## config.mk

```make
export PLATFORM = sky130hd
export DESIGN_NAME = operand_fetch_stage
export DESIGN_NICKNAME = d
export VERILOG_FILES = /design/src/rtl/operand_fetch_stage.sv
export SDC_FILE = /design/constraint.sdc
export NUM_CORES = 1
export LEC_CHECK = 0
export BUFFER_PORTS_ARGS = -buffer_cell sky130_fd_sc_hd__buf_2
export CAP_MARGIN = 20
export CORE_AREA = 2 2 148 150
export DETAILED_ROUTE_END_ITERATION = 8
export DIE_AREA = 0 0 150 152
export PLACE_DENSITY = 0.69
export RECOVER_POWER = 25
export SYNTH_ARGS = -nofsm -noshare
export SYNTH_HDL_FRONTEND = slang
export SYNTH_SLANG_ARGS = --single-unit
```

## constraint.sdc

```tcl
create_clock -name clk -period 11.6 [get_ports clk]
set_input_delay 1.16 -clock clk [delete_from_list [all_inputs] [get_ports clk]]
set_output_delay 1.16 -clock clk [all_outputs]
set_load 0.03 [all_outputs]
```

## src/rtl/operand_fetch_stage.sv

```systemverilog
// operand_fetch_stage
//   ID->EX stage of the pipelined CPU. Drives the register-file read
//   addresses. Resolves each source operand from the register file or from
//   the EX/MEM/WB bypass paths. Detects load-use hazards and registers the
//   resolved operands into the ID/EX pipeline register, with stall, bubble
//   and flush control.
//
//   clk, rst                      clock, async active-high reset
//   id_*                          decoded instruction currently in ID
//   flush                         squash ID/EX (taken branch/jump)
//   rf_raddr1/2, rf_rdata1/2      register-file read port (combinational)
//   ex_*/mem_*/wb_* (inputs)      in-flight results usable for bypass
//   stall                         hold PC and IF/ID this cycle
//   ex_*_o                        ID/EX pipeline register
//   stall_count                   number of stall cycles, wraps at 2^32

// Resolves one source operand. The bypass is considered only when the
// instruction actually reads the source. x0 always reads as zero.
module ofs_src_resolve (
  input  logic [4:0]  rs_i,
  input  logic        use_i,
  input  logic [31:0] rf_rdata_i,
  input  logic [4:0]  ex_rd_i,
  input  logic        ex_regwr_i,
  input  logic        ex_is_load_i,
  input  logic [31:0] ex_data_i,
  input  logic [4:0]  mem_rd_i,
  input  logic        mem_regwr_i,
  input  logic [31:0] mem_data_i,
  input  logic [4:0]  wb_rd_i,
  input  logic        wb_regwr_i,
  input  logic [31:0] wb_data_i,
  output logic [31:0] op_o,
  output logic        load_hit_o
);
  always_comb begin
    op_o = rf_rdata_i;
    if (rs_i == 5'd0) begin
      op_o = '0;
    end else if (use_i) begin
      // Youngest producer wins. A load in EX has no data yet, so it cannot
      // supply a value here; that case is covered by the hazard stall.
      if (ex_regwr_i && !ex_is_load_i && ex_rd_i == rs_i)
        op_o = ex_data_i;
      else if (mem_regwr_i && mem_rd_i == rs_i)
        op_o = mem_data_i;
      else if (wb_regwr_i && wb_rd_i == rs_i)
        // The RF writes on the clock edge, so this same-cycle write is not
        // yet visible on rf_rdata.
        op_o = wb_data_i;
    end
  end

  assign load_hit_o = use_i && (rs_i != 5'd0) && ex_regwr_i && ex_is_load_i &&
                      (ex_rd_i == rs_i);
endmodule

module operand_fetch_stage (
  input  logic        clk,
  input  logic        rst,
  input  logic        id_valid,
  input  logic [31:0] id_pc,
  input  logic [4:0]  id_rs1,
  input  logic [4:0]  id_rs2,
  input  logic [4:0]  id_rd,
  input  logic        id_use_rs1,
  input  logic        id_use_rs2,
  input  logic        id_regwr,
  input  logic        id_is_load,
  input  logic        flush,
  output logic [4:0]  rf_raddr1,
  output logic [4:0]  rf_raddr2,
  input  logic [31:0] rf_rdata1,
  input  logic [31:0] rf_rdata2,
  input  logic [4:0]  ex_rd,
  input  logic [4:0]  mem_rd,
  input  logic [4:0]  wb_rd,
  input  logic        ex_regwr,
  input  logic        mem_regwr,
  input  logic        wb_regwr,
  input  logic        ex_is_load,
  input  logic [31:0] ex_data,
  input  logic [31:0] mem_data,
  input  logic [31:0] wb_data,
  output logic        stall,
  output logic        ex_valid_o,
  output logic [31:0] ex_pc_o,
  output logic [31:0] ex_op1_o,
  output logic [31:0] ex_op2_o,
  output logic [4:0]  ex_rd_o,
  output logic        ex_regwr_o,
  output logic        ex_is_load_o,
  output logic [31:0] stall_count
);
  localparam int NSRC = 2;

  logic [NSRC-1:0][4:0]  src_rs;
  logic [NSRC-1:0]       src_use;
  logic [NSRC-1:0][31:0] src_rf;
  logic [NSRC-1:0][31:0] src_op;
  logic [NSRC-1:0]       src_load_hit;

  assign src_rs  = {id_rs2, id_rs1};
  assign src_use = {id_use_rs2, id_use_rs1};
  assign src_rf  = {rf_rdata2, rf_rdata1};

  assign rf_raddr1 = id_rs1;
  assign rf_raddr2 = id_rs2;

  for (genvar s = 0; s < NSRC; s++) begin : g_src
    ofs_src_resolve u_res (
      .rs_i         (src_rs[s]),
      .use_i        (src_use[s]),
      .rf_rdata_i   (src_rf[s]),
      .ex_rd_i      (ex_rd),
      .ex_regwr_i   (ex_regwr),
      .ex_is_load_i (ex_is_load),
      .ex_data_i    (ex_data),
      .mem_rd_i     (mem_rd),
      .mem_regwr_i  (mem_regwr),
      .mem_data_i   (mem_data),
      .wb_rd_i      (wb_rd),
      .wb_regwr_i   (wb_regwr),
      .wb_data_i    (wb_data),
      .op_o         (src_op[s]),
      .load_hit_o   (src_load_hit[s])
    );
  end

  logic hazard;
  assign hazard = id_valid && (|src_load_hit);
  // A flush kills the ID instruction anyway, so it takes precedence and
  // the hazard does not count as a stall.
  assign stall  = hazard && !flush;

  logic        ex_valid_q, ex_regwr_q, ex_is_load_q;
  logic [31:0] ex_pc_q, ex_op1_q, ex_op2_q;
  logic [4:0]  ex_rd_q;
  logic [31:0] cnt_q, cnt_d;

  assign cnt_d = cnt_q + {31'd0, stall};

  always_ff @(posedge clk or posedge rst) begin
    if (rst) begin
      ex_valid_q   <= 1'b0;
      ex_regwr_q   <= 1'b0;
      ex_is_load_q <= 1'b0;
      ex_pc_q      <= '0;
      ex_op1_q     <= '0;
      ex_op2_q     <= '0;
      ex_rd_q      <= '0;
      cnt_q        <= '0;
    end else begin
      cnt_q <= cnt_d;
      if (flush || stall) begin
        // Bubble: data fields keep stale values; control must be inert.
        ex_valid_q   <= 1'b0;
        ex_regwr_q   <= 1'b0;
        ex_is_load_q <= 1'b0;
      end else begin
        ex_valid_q   <= id_valid;
        ex_regwr_q   <= id_valid && id_regwr;
        ex_is_load_q <= id_valid && id_is_load;
        ex_pc_q      <= id_pc;
        ex_op1_q     <= src_op[0];
        ex_op2_q     <= src_op[1];
        ex_rd_q      <= id_rd;
      end
    end
  end

  assign ex_valid_o   = ex_valid_q;
  assign ex_regwr_o   = ex_regwr_q;
  assign ex_is_load_o = ex_is_load_q;
  assign ex_pc_o      = ex_pc_q;
  assign ex_op1_o     = ex_op1_q;
  assign ex_op2_o     = ex_op2_q;
  assign ex_rd_o      = ex_rd_q;
  assign stall_count  = cnt_q;
endmodule

```

Word-level counts from Yosys, hierarchy flattened
Index checks and enable logic that the tools add are counted.
{ "totals": {"reg_bits": 136, "inputBits": 234, "output_inout_bits": 147, "word_cells": 55} }
{ "classes": {"addsub": 1, "n_eq_ne": 6, "mux": 13, "n_reduce_logical": 27} }
{ "op_table": {"columns": ["operator", "n"], "rows": [
  ["two-way mux 32 bit", 10],
  ["adder 32 x 1 -> 32 bit", 1],
  ["== test 5 bit", 6],
  ["logical AND 1 bit", 19],
  ["logical NOT 5 bit", 2],
  ["nonzero test 5 bit", 2],
  ["two-way mux 1 bit", 3],
  ["logical NOT 1 bit", 2],
  ["OR reduction 2 bit", 1],
  ["logical OR 1 bit", 1]
]} }

Logic depth before layout (Yosys ltp)
Gate-level depths: netlist (run 1).
{ "depth": {"depth_word": 10, "depth_mapped": 11, "ltp_nobuf": 11} }

Modules after synthesis
From an unflattened synthesis (run 1), not the netlist that was laid out.
{ "unflattened": {"cells_unflattened": 968, "hier_area_um2": 9253.9} }
{ "modules_own_cells": {"columns": ["module", "n_inst", "cells_per_inst", "area_each_um2"], "rows": [
  ["operand_fetch_stage", 1, 350, 5362.6],
  ["ofs_src_resolve", 2, 309, 1945.6]
]} }

Least setup slack after synthesis (run 1)
OpenSTA, ideal clock, no wires.
{ "synth_path": {"path_kind": "input-to-reg", "from": "in ex_rd[3]", "to": "reg cnt_q[26], in the netlist stall_count[26]", "arrival_ps": 4183, "setup_slack_ps": 7283, "stages": 11, "path_buffers": 0, "cell_sequence": "xor2_1 > nor3_1 > nand3_1 > or3_1 > a21oi_1 > ha_1 > ha_1 > nand2_1 > nor4_1 > nand3_1 > xnor2_1"} }
{ "synth_between": {"elab_chain_cells": 6} }
{ "synth_lines": {"columns": ["item", "line_no", "rtl"], "rows": [
  ["from (decl)", "75", "input logic [4:0] ex_rd,"],
  ["== test 5 bit", "55", "(ex_rd_i == rs_i);"],
  ["logical AND 1 bit", "54", "assign load_hit_o = use_i && (rs_i != 5'd0) && ex_regwr_i && ex_is_load_i &&"],
  ["OR reduction 2 bit (*)", "131", "assign hazard = id_valid && (|src_load_hit);"],
  ["logical AND 1 bit (*)", "131", null],
  ["logical AND 1 bit (*)", "134", "assign stall = hazard && !flush;"],
  ["via stall", "85", "output logic stall,"],
  ["adder 32 x 1 -> 32 bit (*)", "141", "assign cnt_d = cnt_q + {31'd0, stall};"],
  ["via cnt_d[26]", "139", "logic [31:0] cnt_q, cnt_d;"],
  ["to (signal assigned)", "154", "cnt_q <= cnt_d;"],
  ["to (decl)", "139", null]
]} }
The timed path passes the listed nets; every way through them passes the cells marked *.
A chain may end at the register's enable or synchronous reset.

Worst setup path after layout (run 1)
{ "layout_path": {"from": "in id_rs2[3]", "to": "reg ex_op1_q[24], in the netlist ex_op1_o[24]"} }
{ "layout_between": {"elab_chain_cells": 9} }
{ "layout_lines": {"columns": ["item", "line_no", "rtl"], "rows": [
  ["from (decl)", "64", "input logic [4:0] id_rs2,"],
  ["nonzero test 5 bit", "54", null],
  ["logical AND 1 bit (3 in a row)", "54", null],
  ["logical AND 1 bit (*)", "54", null],
  ["OR reduction 2 bit (*)", "131", null],
  ["logical AND 1 bit (*)", "131", null],
  ["logical AND 1 bit (*)", "134", null],
  ["logical OR 1 bit (*)", "155", "if (flush || stall) begin"],
  ["to (signal assigned)", "165", "ex_op1_q <= src_op[0];"],
  ["to (decl)", "137", "logic [31:0] ex_pc_q, ex_op1_q, ex_op2_q;"]
]} }
Every way passes the cells marked *; elsewhere a longest branch is shown, timed or not.

==> results of run 1 <==
-- Yosys cell counts, types with 5 or more instances --
library cell | count | area [um2]
mux2_2 | 37 | 416.7
a32oi_1 | 32 | 280.3
inv_1 | 70 | 262.8
xnor2_1 | 30 | 262.8
xor2_1 | 30 | 262.8
a221oi_1 | 32 | 280.3
mux2i_1 | 32 | 320.3
a221o_1 | 64 | 640.6
buf_4 | 15 | 112.6
buf_2 | 8 | 40.04
nand3_1 | 84 | 420.4
nand4_1 | 6 | 37.54
o22ai_1 | 64 | 400.4
and3_1 | 5 | 31.28
dfrtp_1 | 136 | 3403
buf_1 | 7 | 26.28
clkbuf_1 | 56 | 210.2
nand2_1 | 13 | 48.80
nor2_1 | 45 | 168.9
a211oi_1 | 32 | 240.2
nor3_1 | 37 | 185.2
-- how the worst max path moves through the flow --
stage / startpoint / end / slack, ns / depth (start not counted)
after CTS: id_rs2[3] / stall_count[26]$_DFF_PP0_ / 6.83 / 12
final: id_rs2[3] / ex_op1_o[24]$_DFFE_PP0P_ / 6.86 / 9
after global routing: id_rs2[3] / stall_count[30]$_DFF_PP0_ / 6.50 / 12
after global placement: id_rs2[3] / ex_pc_o[8]$_DFFE_PP0P_ / 6.49 / 8
after floorplan: rst / ex_is_load_o$_DFF_PP0_ / 6.80 / 1
after detailed placement: id_rs2[3] / stall_count[26]$_DFF_PP0_ / 6.43 / 12
-- layout by cell type, fill, tap and decap left out, types with 6 or more instances in the layout --
cell type and instances:
buf_2 365, dfrtp_1 136, nand3_1 81, inv_1 69
o22ai_1 64, a221o_1 64, nor2_1 44, mux2_2 37
nor3_1 35, mux2i_1 32, a211oi_1 32, a221oi_1 32
a32oi_1 32, xor2_1 30, xnor2_1 30, clkbuf_16 17
clkbuf_1 16, buf_4 15, nand2_1 13, nand4_1 6
inv_6 6
-- power by group --
group	switching (uW)	internal [uW]	total [uW]
clock	245	283	528
combinational	243	127	370
sequential	28.0	518	546
total	516	927	1440
-- sequential cells by signal (all words and copies together) (netlist names) --
name and flops:
ex_op2_o 32, stall_count 32, ex_valid_o 1, ex_pc_o 32
ex_regwr_o 1, ex_rd_o 5, ex_is_load_o 1, ex_op1_o 32
-- metal layers --
| layer | vias up | global-route usage (%) | part of all wire (%) |
|---|---|---|---|
| met3 | 103 | 4.865 | 9.9 |
| met2 | 654 | 49.42 | 48 |
| met4 | 0 | 15.05 | 4.2 |
| li1 | 3973 | - | - |
| met5 | - | 0 | 0 |
| met1 | 4368 | 35.11 | 37 |
-- cell type report --
cell class	instances	area, um2
Inverter	70	264.0
Antenna cell	5	12.51
Clock inverter	14	130.1
Timing Repair Buffer	395	1996
Fill cell	2029	10480
Multi-Input combinational cell	570	4287
Sequential cell	136	3403
Clock buffer	18	429.2
Tap cell	280	350.3
-- cells by family after synthesis --
kind of cell / Yosys count
AO/OA/AOI/OAI: 231
XOR/XNOR: 60
adder cells (fa/ha/maj): 2
buffers and inverters: 160
flip-flops: 136
multiplexers: 69
AND/OR/NAND/NOR: 208
-- per-stage QoR --
step,util [%],total power (uW)
after floorplan,-,775.4
after global placement,48.35,918.1
after detailed placement,48.35,921.9
after CTS,50.97,1450
after global routing,50.91,1496
final,50.92,1444
-- worst max-delay path, delay by kind of cell --
kind | cells | cell delay, ns
AO/OA/AOI/OAI | 2 | 0.91
XOR/XNOR | 1 | 0.14
buffers and inverters | 3 | 1.58
AND/OR/NAND/NOR | 3 | 1.14
==> impl_metrics.toml, run 1 <==
[hold_path]
hold_depth = 1
hold_path_class = "reg -> reg"
whs_endpoint = "stall_count[31]$_DFF_PP0_"
min_from = "stall_count[31]$_DFF_PP0_"

[place]
placed_cell_area_um2 = 10320
portBuffers = 380
dp_hpwl_um = 23580
preCtsSetupSlack_ns = 6.431
place.gp.congestion = 0.9002
place_inst = 1451

[power]
p_leak_uw = 0.005332
vdd_ir_drop_max_mv = 0.06051
powerDensity_nw_per_um2 = 132.8

[sta]
fin_crit_ns = 4.743
tns_ns = 0
maxSlewViolCount = 91
setup_slack_ns = 6.857
worst_pin_slew_ns = 4.088
clock.fmax_mhz = 210.8
rsz0062_at_grt = "false"
finalHoldViolCount = 0
fin_worst_skew_ns = 0.004855
setup_viol = 0
max_slew_margin_pct = -174.0
holdWs_ns = 0.4775
fin_crit_sh_pct = 40.89

[global_route]
grt_overflow_total = 0
grt_first_pass_wirelength_um = 51250
grt_max_degree = 91
grt_pass1_vias = 8982
antenna_found_initial = 5
grt_use_total_pct = 29.08

[worst_setup_path]
reg2reg_from = "stall_count[8]$_DFF_PP0_"
crit_fanout = 75
cp.arrival_ns = 5.04
cpPeakStageDelay_ns = 0.81
regToRegSetupSlack_ns = 9.38
required_ns = 11.89
crit_type = "in -> reg"
regToRegEndpoint = "stall_count[26]$_DFF_PP0_"
startpoint_type = "input pin"
end_kind = "flop"
rr_worst_depth = 5
crit_path_top_delay_cell = "buf_4"
cp_cell_sequence = "buf_2 > xor2_1 > nor3_1 > nand3_2 > o311ai_4 > buf_4 > buf_4 > nor3_1 > a221o_1"

[cells_and_area]
drive_above_1_share_pct = 38.40
fin_area_um2 = 10870
final_net_count = 1426
stdcell_count = 1488
syn_to_final_growth_pct = 30.25

[detailed_routing]
wl_um = 34240
post_drt_wl_per_cell_um = 23.01
first_pass_iters = 5
vias = 9098
ant_nets = 0
drc = 0
viasPerCell = 6.114
drt_iter0_drc = 711

[synthesis]
syn_nets = 1102
async_reset_ff_share_pct = 100.0
synth.avg_cell_area_um2 = 9.638
syn_inst = 866
synth-edff-count = 0
syn_area_um2 = 8347
synth_seq_cells = 136
synth_xor_area_share_pct = 6.296
ys_warn_count = 0
synth_top_family_by_area = "compound AO/OA/AOI/OAI gates"
synthSimpleGateAreaFrac_pct = 12.35
synthMuxAreaShare_pct = 8.829
ys_seq_area_share_pct = 40.77
synth_cell_types = 38
synth_fa_ha_area_share_pct = 0.2998
ys.flop_type = "dfrtp_1"
synth_compound_area_share_pct = 23.10

[clock_network]
cts_root_buf = "clkbuf_16"
cts_resized = 0
clock_path_buffers = 2
cts_buffers = 17
htreeDepth = 4
cts_tree = "done"
clk-insertion-delay-late_ns = 0.41
postCtsSetupBuffers = 0
hold_buffers = 0
clkSlewWorstSetupHoldPaths_ns = 0.07
clock_sinks = 136

[die]
io_pins = 381
fp.coreArea_um2 = 21350
die_area_um2 = 22800
die_y_um = 152
fp-row-count = 54
die_w_um = 150
initial_core_util_pct = 39.09

[run]
maxCapViolations = 1

[run_status]
status = "finished, violations left"
violations = "capacitance limit, slew limit"
(Power assumes the default switching activity.)
==> run 2, diff against run 1 <==
--- a/config.mk
+++ b/config.mk
@@ -5,12 +5,13 @@
 export SDC_FILE = /design/constraint.sdc
 export NUM_CORES = 1
 export LEC_CHECK = 0
+export ABC_AREA = 1
 export BUFFER_PORTS_ARGS = -buffer_cell sky130_fd_sc_hd__buf_2
 export CAP_MARGIN = 20
-export CORE_AREA = 2 2 148 150
+export CORE_MARGIN = 2
+export CORE_UTILIZATION = 45
 export DETAILED_ROUTE_END_ITERATION = 8
-export DIE_AREA = 0 0 150 152
-export PLACE_DENSITY = 0.69
+export PLACE_DENSITY = 0.78
 export RECOVER_POWER = 25
 export SYNTH_ARGS = -nofsm -noshare
 export SYNTH_HDL_FRONTEND = slang
==> constraint.sdc (replaced) <==
create_clock -name clk -period 4.12 [get_ports clk]
set_input_delay 0.412 -clock clk [delete_from_list [all_inputs] [get_ports clk]]
set_output_delay 0.412 -clock clk [all_outputs]
set_load 0.03 [all_outputs]
==> impl_metrics.toml, run 2 <==
[place]
portBuffers = 380
dp_hpwl_um = 27080
placed_cell_area_um2 = 11580
place.gp.congestion = 0.9570

[die]
fp-row-count = 53
fp.coreArea_um2 = 20960
io_pins = 381
die_area_um2 = 22440
die_w_um = 149.8
initial_core_util_pct = 45.66
die_y_um = 149.8

[worst_setup_path]
startpoint_type = "input pin"
required_ns = 3.97
crit_buf_inv = 2
end_kind = "asynchronous set/reset pin"
crit_type = "in -> async"
cp_cell_sequence = "buf_2 > inv_1"
cpPeakStageDelay_ns = 2.14
crit_family = "buffers and inverters"
crit_fanout = 80
cp.arrival_ns = 2.70
crit_path_top_delay_cell = "inv_1"

[global_route]
grt_first_pass_wirelength_um = 59590
antenna_found_initial = 13
grt_use_total_pct = 34.12
grt_pass1_vias = 10990
grt_overflow_total = 0
grt_max_degree = 91

[detailed_routing]
vias = 11761
ant_nets = 0
wl_um = 38690
viasPerCell = 5.415
first_pass_iters = 6
drt_iter0_drc = 1173
post_drt_wl_per_cell_um = 17.81
drc = 0

[cells_and_area]
final_net_count = 2108
nFillCells = 2095
final_cell_mix = "nand2_1 (620), buf_2 (375), nor2_1 (222)"
post-route-util_pct = 58.31
fin_area_um2 = 12220
final_common_cell = "nand2_1"
syn_to_final_growth_pct = 27.71
drive_above_1_share_pct = 23.87

[power]
vdd_ir_drop_max_mv = 0.2607
p_leak_uw = 0.007161
powerDensity_nw_per_um2 = 348.3

[run_status]
violations = "capacitance limit, slew limit"
status = "finished, violations left"

[sta]
holdWs_ns = 0.1695
rsz0062_at_grt = "false"
maxSlewViolCount = 81
fin_crit_sh_pct = 69.30
worst_pin_slew_ns = 3.087
setup_viol = 0
fin_worst_skew_ns = 0.01005
fin_crit_ns = 2.855
tns_ns = 0
finalHoldViolCount = 0
max_slew_margin_pct = -106.0
clock.fmax_mhz = 350.2

[run]
maxCapViolations = 1

[clock_network]
clkSlewWorstSetupHoldPaths_ns = 0.07
htreeDepth = 4
cts_resized = 0
clk-insertion-delay-late_ns = 0.43
postCtsSetupBuffers = 0
clock_path_buffers = 2
clock_sinks = 136
cts_buffers = 17
hold_buffers = 0
cts_tree = "done"
cts_root_buf = "clkbuf_16"

[synthesis]
ys_warn_count = 0
yosysTopAreaCell = "dfrtp_1"
ys.flop_type = "dfrtp_1"
yosys-top-cells-area = "dfrtp_1 (36%), nand2_1 (24%), nor2_1 (9.0%)"
synth_cell_types = 22
synth-edff-count = 0
async_reset_ff_share_pct = 100.0
synth_top_area_share_pct = 35.57
syn_area_um2 = 9568
syn_inst = 1555
syn_nets = 1791
synth_seq_cells = 136
synth.avg_cell_area_um2 = 6.153
post-synth-top-count-cell = "nand2_1"
ys_seq_area_share_pct = 35.57
synthTopCellsByCount = "nand2_1 (620), nor2_1 (229), nand3_1 (146)"

[hold_path]
hold_path_class = "in -> reg"
run 2: changes by cell type after synthesis, sizes merged, moves of 33 or more:
cell | before | now
o21ai | 0 | 71
a211oi | 33 | 0
a221o | 64 | 0
nand4 | 6 | 72
nand2 | 13 | 621
inv | 70 | 103
nor2 | 46 | 233
o22ai | 64 | 2
nand3 | 84 | 146
mux2 | 37 | 0
run 2: stage by stage:
| step | setup WS, ns | total power, uW | std cells |
|---|---|---|---|
| 2_1_floorplan | 0.06854 | 2182 | 1555 |
| 3_3_place_gp | 0.9959 | 2599 | 2128 |
| 3_5_place_dp | 0.9617 | 2609 | 2128 |
| 4_1_cts | 1.318 | 4259 | 2160 |
| 5_1_grt | 0.5968 | 4436 | 2167 |
| 6_report | 1.265 | 4256 | 2172 |
run 2: kinds of logic after synthesis:
kind of cell / synth area share, %
fa+ha+maj: 0.2615
buf+inv: 9.311
simple gates: 46.88
flops: 35.57
compound gates: 3.949
xor+xnor: 4.028
run 2: report_power, final:
part / internal (uW) / switching, uW
clock network: 928 / 730
logic: 320 / 765
registers: 1450 / 66.3
total: 2690 / 1560
run 2: path summary, 6_finish.rpt:
kind	start	to	slack, ns	depth (start not counted)
worst max-delay path	rst	ex_op1_o[23]$_DFFE_PP0P_	1.26	2
worst min-delay path	id_pc[27]	ex_pc_o[27]$_DFFE_PP0P_	0.17	3
worst max register to register	stall_count[0]$_DFF_PP0_	stall_count[28]$_DFF_PP0_	2.07	9
worst min register to register	stall_count[31]$_DFF_PP0_	stall_count[31]$_DFF_PP0_	0.46	1
max in group clk	id_rs1[1]	stall_count[28]$_DFF_PP0_	1.35	17
min in group asynchronous	rst	ex_pc_o[9]$_DFFE_PP0P_	1.08	2
run 2: final cells by class:
cell class | count | area, um2 | share of cell area (%)
timing repair buffer | 405 | 2108 | 17.25
antenna | 12 | 30.03 | 0.2458
tap | 275 | 344.1 | 2.816
multi-input combinational | 1209 | 5331 | 43.63
inverter | 103 | 386.6 | 3.164
clock buffer | 17 | 425.4 | 3.481
sequential | 136 | 3403 | 27.85
clock inverter | 15 | 190.2 | 1.556
run 2: per-layer routing:
| metal | vias to the layer above | routed length, um | global-route usage (%) | share of wire, % |
|---|---|---|---|---|
| li1 | 5533 | - | - | - |
| met1 | 5327 | 14810 | 43.65 | 38 |
| met2 | 774 | 17980 | 54.95 | 46 |
| met3 | 119 | 4322 | 7.378 | 11 |
| met4 | 8 | 1534 | 16.08 | 4.0 |
| met5 | - | 39 | 0 | 0.10 |
==> run 3, diff against run 2 <==
--- a/config.mk
+++ b/config.mk
@@ -5,13 +5,13 @@
 export SDC_FILE = /design/constraint.sdc
 export NUM_CORES = 1
 export LEC_CHECK = 0
-export ABC_AREA = 1
+export ABC_AREA = 0
 export BUFFER_PORTS_ARGS = -buffer_cell sky130_fd_sc_hd__buf_2
 export CAP_MARGIN = 20
-export CORE_MARGIN = 2
-export CORE_UTILIZATION = 45
+export CORE_AREA = 2 2 147 149
 export DETAILED_ROUTE_END_ITERATION = 8
-export PLACE_DENSITY = 0.78
+export DIE_AREA = 0 0 149 151
+export PLACE_DENSITY = 0.73
 export RECOVER_POWER = 25
 export SYNTH_ARGS = -nofsm -noshare
 export SYNTH_HDL_FRONTEND = slang
==> constraint.sdc (replaced) <==
create_clock -name clk -period 2.4 [get_ports clk]
set_input_delay 0.24 -clock clk [delete_from_list [all_inputs] [get_ports clk]]
set_output_delay 0.24 -clock clk [all_outputs]
set_load 0.03 [all_outputs]
==> impl_metrics.toml, run 3 (synthesized netlist as in run 1, its figures left out) <==
[sta]
fin_crit_sh_pct = 93.39
maxSlewViolCount = 137
tns_ns = 0
setup_viol = 0
fin_crit_ns = 2.241
finalHoldViolCount = 0
setup_slack_ns = 0.1586
max_slew_margin_pct = -24.85
clock.fmax_mhz = 446.1
worst_pin_slew_ns = 1.873
rsz0062_at_grt = "false"
fin_worst_skew_ns = 0.01090

[global_route]
grt_use_total_pct = 27.50
grt_first_pass_wirelength_um = 47480
met2_usage_pct = 45.37
antenna_found_initial = 7
grt_pass1_vias = 8571
busiest_layer = "met2"
grt_max_degree = 137
met1_usage_pct = 33.98
grt_overflow_total = 0
use_met3_pct = 7.530

[worst_setup_path]
crit_fanout = 5
cp.arrival_ns = 2.59
end_kind = "flop"
cp_cell_sequence = "buf_2 > xnor2_1 > nand3_1 > or4_4 > a21oi_4 > ha_4 > nand3_1 > nor4_2 > buf_4 > and4_1 > xor2_1"
crit_family = "simple AND/OR/NAND/NOR gates"
crit_path_top_delay_cell = "or4_4"
required_ns = 2.75
regToRegEndpoint = "stall_count[31]$_DFF_PP0_"
cpPeakStageDelay_ns = 0.56
crit_type = "in -> reg"
startpoint_type = "input pin"
regToRegSetupSlack_ns = 0.61
rr_worst_depth = 6
crit_buf_inv = 2
cp_common_cell = "nand3_1"
reg2reg_from = "stall_count[14]$_DFF_PP0_"

[hold_path]
whs_endpoint = "ex_rd_o[2]$_DFFE_PP0P_"
hold_path_class = "in -> reg"
min_from = "id_rd[2]"
hold_depth = 2

[clock_network]
clock_sinks = 136
clock_path_buffers = 2
clkSlewWorstSetupHoldPaths_ns = 0.08
hold_buffers = 0
cts_buffers = 17
cts_tree = "done"
cts_resized = 0
clk-insertion-delay-late_ns = 0.43
postCtsSetupBuffers = 0
cts_root_buf = "clkbuf_16"
htreeDepth = 4

[cells_and_area]
final_cell_mix = "buf_2 (379), dfrtp_1 (136), nand3_1 (81)"
syn_to_final_growth_pct = 37.72
drive_above_1_share_pct = 43.28
fin_area_um2 = 11490
post-route-util_pct = 55.20
final_common_cell = "buf_2"
final_net_count = 1480

[detailed_routing]
wl_um = 32330
ant_nets = 0
drc = 0
first_pass_iters = 6
post_drt_wl_per_cell_um = 21.06
viasPerCell = 5.924
vias = 9093
drt_iter0_drc = 819

[power]
powerDensity_nw_per_um2 = 619.8
share_comb_of_total_power_pct = 26.2
switching_share_pct = 34.65
p_leak_uw = 0.005723
pwr-share-seq_pct = 36.9
clkPwrFrac_pct = 36.9
internal_power_uw = 4656
p_sw_uw = 2468
power_uw = 7124
vdd_ir_drop_max_mv = 0.3028

[place]
placed_cell_area_um2 = 10900
dp_hpwl_um = 23260
place.gp.congestion = 0.9313
portBuffers = 380
preCtsSetupSlack_ns = -0.3038

[die]
die_w_um = 149
fp-row-count = 53
fp.coreArea_um2 = 20820
die_area_um2 = 22500
initial_core_util_pct = 40.09
io_pins = 381
die_y_um = 151

[run_status]
status = "finished, violations left"
violations = "capacitance limit, slew limit"

[run]
maxCapViolations = 1
-- run 3: cell types whose count changed in the layout (fill, tap and decap cells not counted), sizes merged, moves of 37 or more --
cell and delta:
o22ai +62, nand3 -62, nand4 -66, buf +47, o21ai -71, nor2 -187, inv -38, nand2 -608
mux2 +37, a221o +64
-- run 3: worst max-delay path by stage --
stage / cells past startpoint / end / from / slack, ns
after floorplan: 11 / stall_count[26]$_DFF_PP0_ / ex_rd[1] / -0.27
after global placement: 12 / stall_count[29]$_DFF_PP0_ / id_rs1[2] / -0.22
after detailed placement: 11 / stall_count[31]$_DFF_PP0_ / id_rs1[2] / -0.30
after CTS: 12 / stall_count[29]$_DFF_PP0_ / id_rs1[2] / 0.14
after global routing: 12 / stall_count[29]$_DFF_PP0_ / id_rs1[4] / 0.02
final: 11 / stall_count[31]$_DFF_PP0_ / id_rs1[3] / 0.16
-- run 3: final cells by class --
type	count	area (um2)
Fill cell	1867	9328
Multi-Input combinational cell	570	4382
Sequential cell	136	3403
Timing Repair Buffer	449	2506
Clock buffer	17	425.4
Tap cell	275	344.1
Inverter	70	266.5
Clock inverter	15	160.2
Antenna cell	3	7.507
-- run 3: per-stage QoR --
stage | std cells | hold slack, ns
after CTS | 1532 | 0.02706
final | 1535 | 0.02867
after global routing | 1534 | 0.02095
after detailed placement | 1500 | 0.4747
after floorplan | 866 | 0.3609
after global placement | 1500 | 0.4611
-- run 3: per-layer routing --
| layer | up-vias | routed length (um) |
|---|---|---|
| met1 | 4261 | 12210 |
| met4 | 6 | 1083 |
| met5 | - | 41 |
| met2 | 652 | 15510 |
| met3 | 102 | 3481 |
| li1 | 4072 | - |
-- run 3: power by group through the flow --
stage / Sequential (uW) / Combinational (uW) / Clock (uW)
5_1_grt: 2650 / 1980 / 2800
6_report: 2630 / 1870 / 2630
3_5_place_dp: 2670 / 1860 / 0
4_1_cts: 2630 / 1860 / 2670
2_1_floorplan: 3070 / 679 / 0
3_3_place_gp: 2670 / 1830 / 0
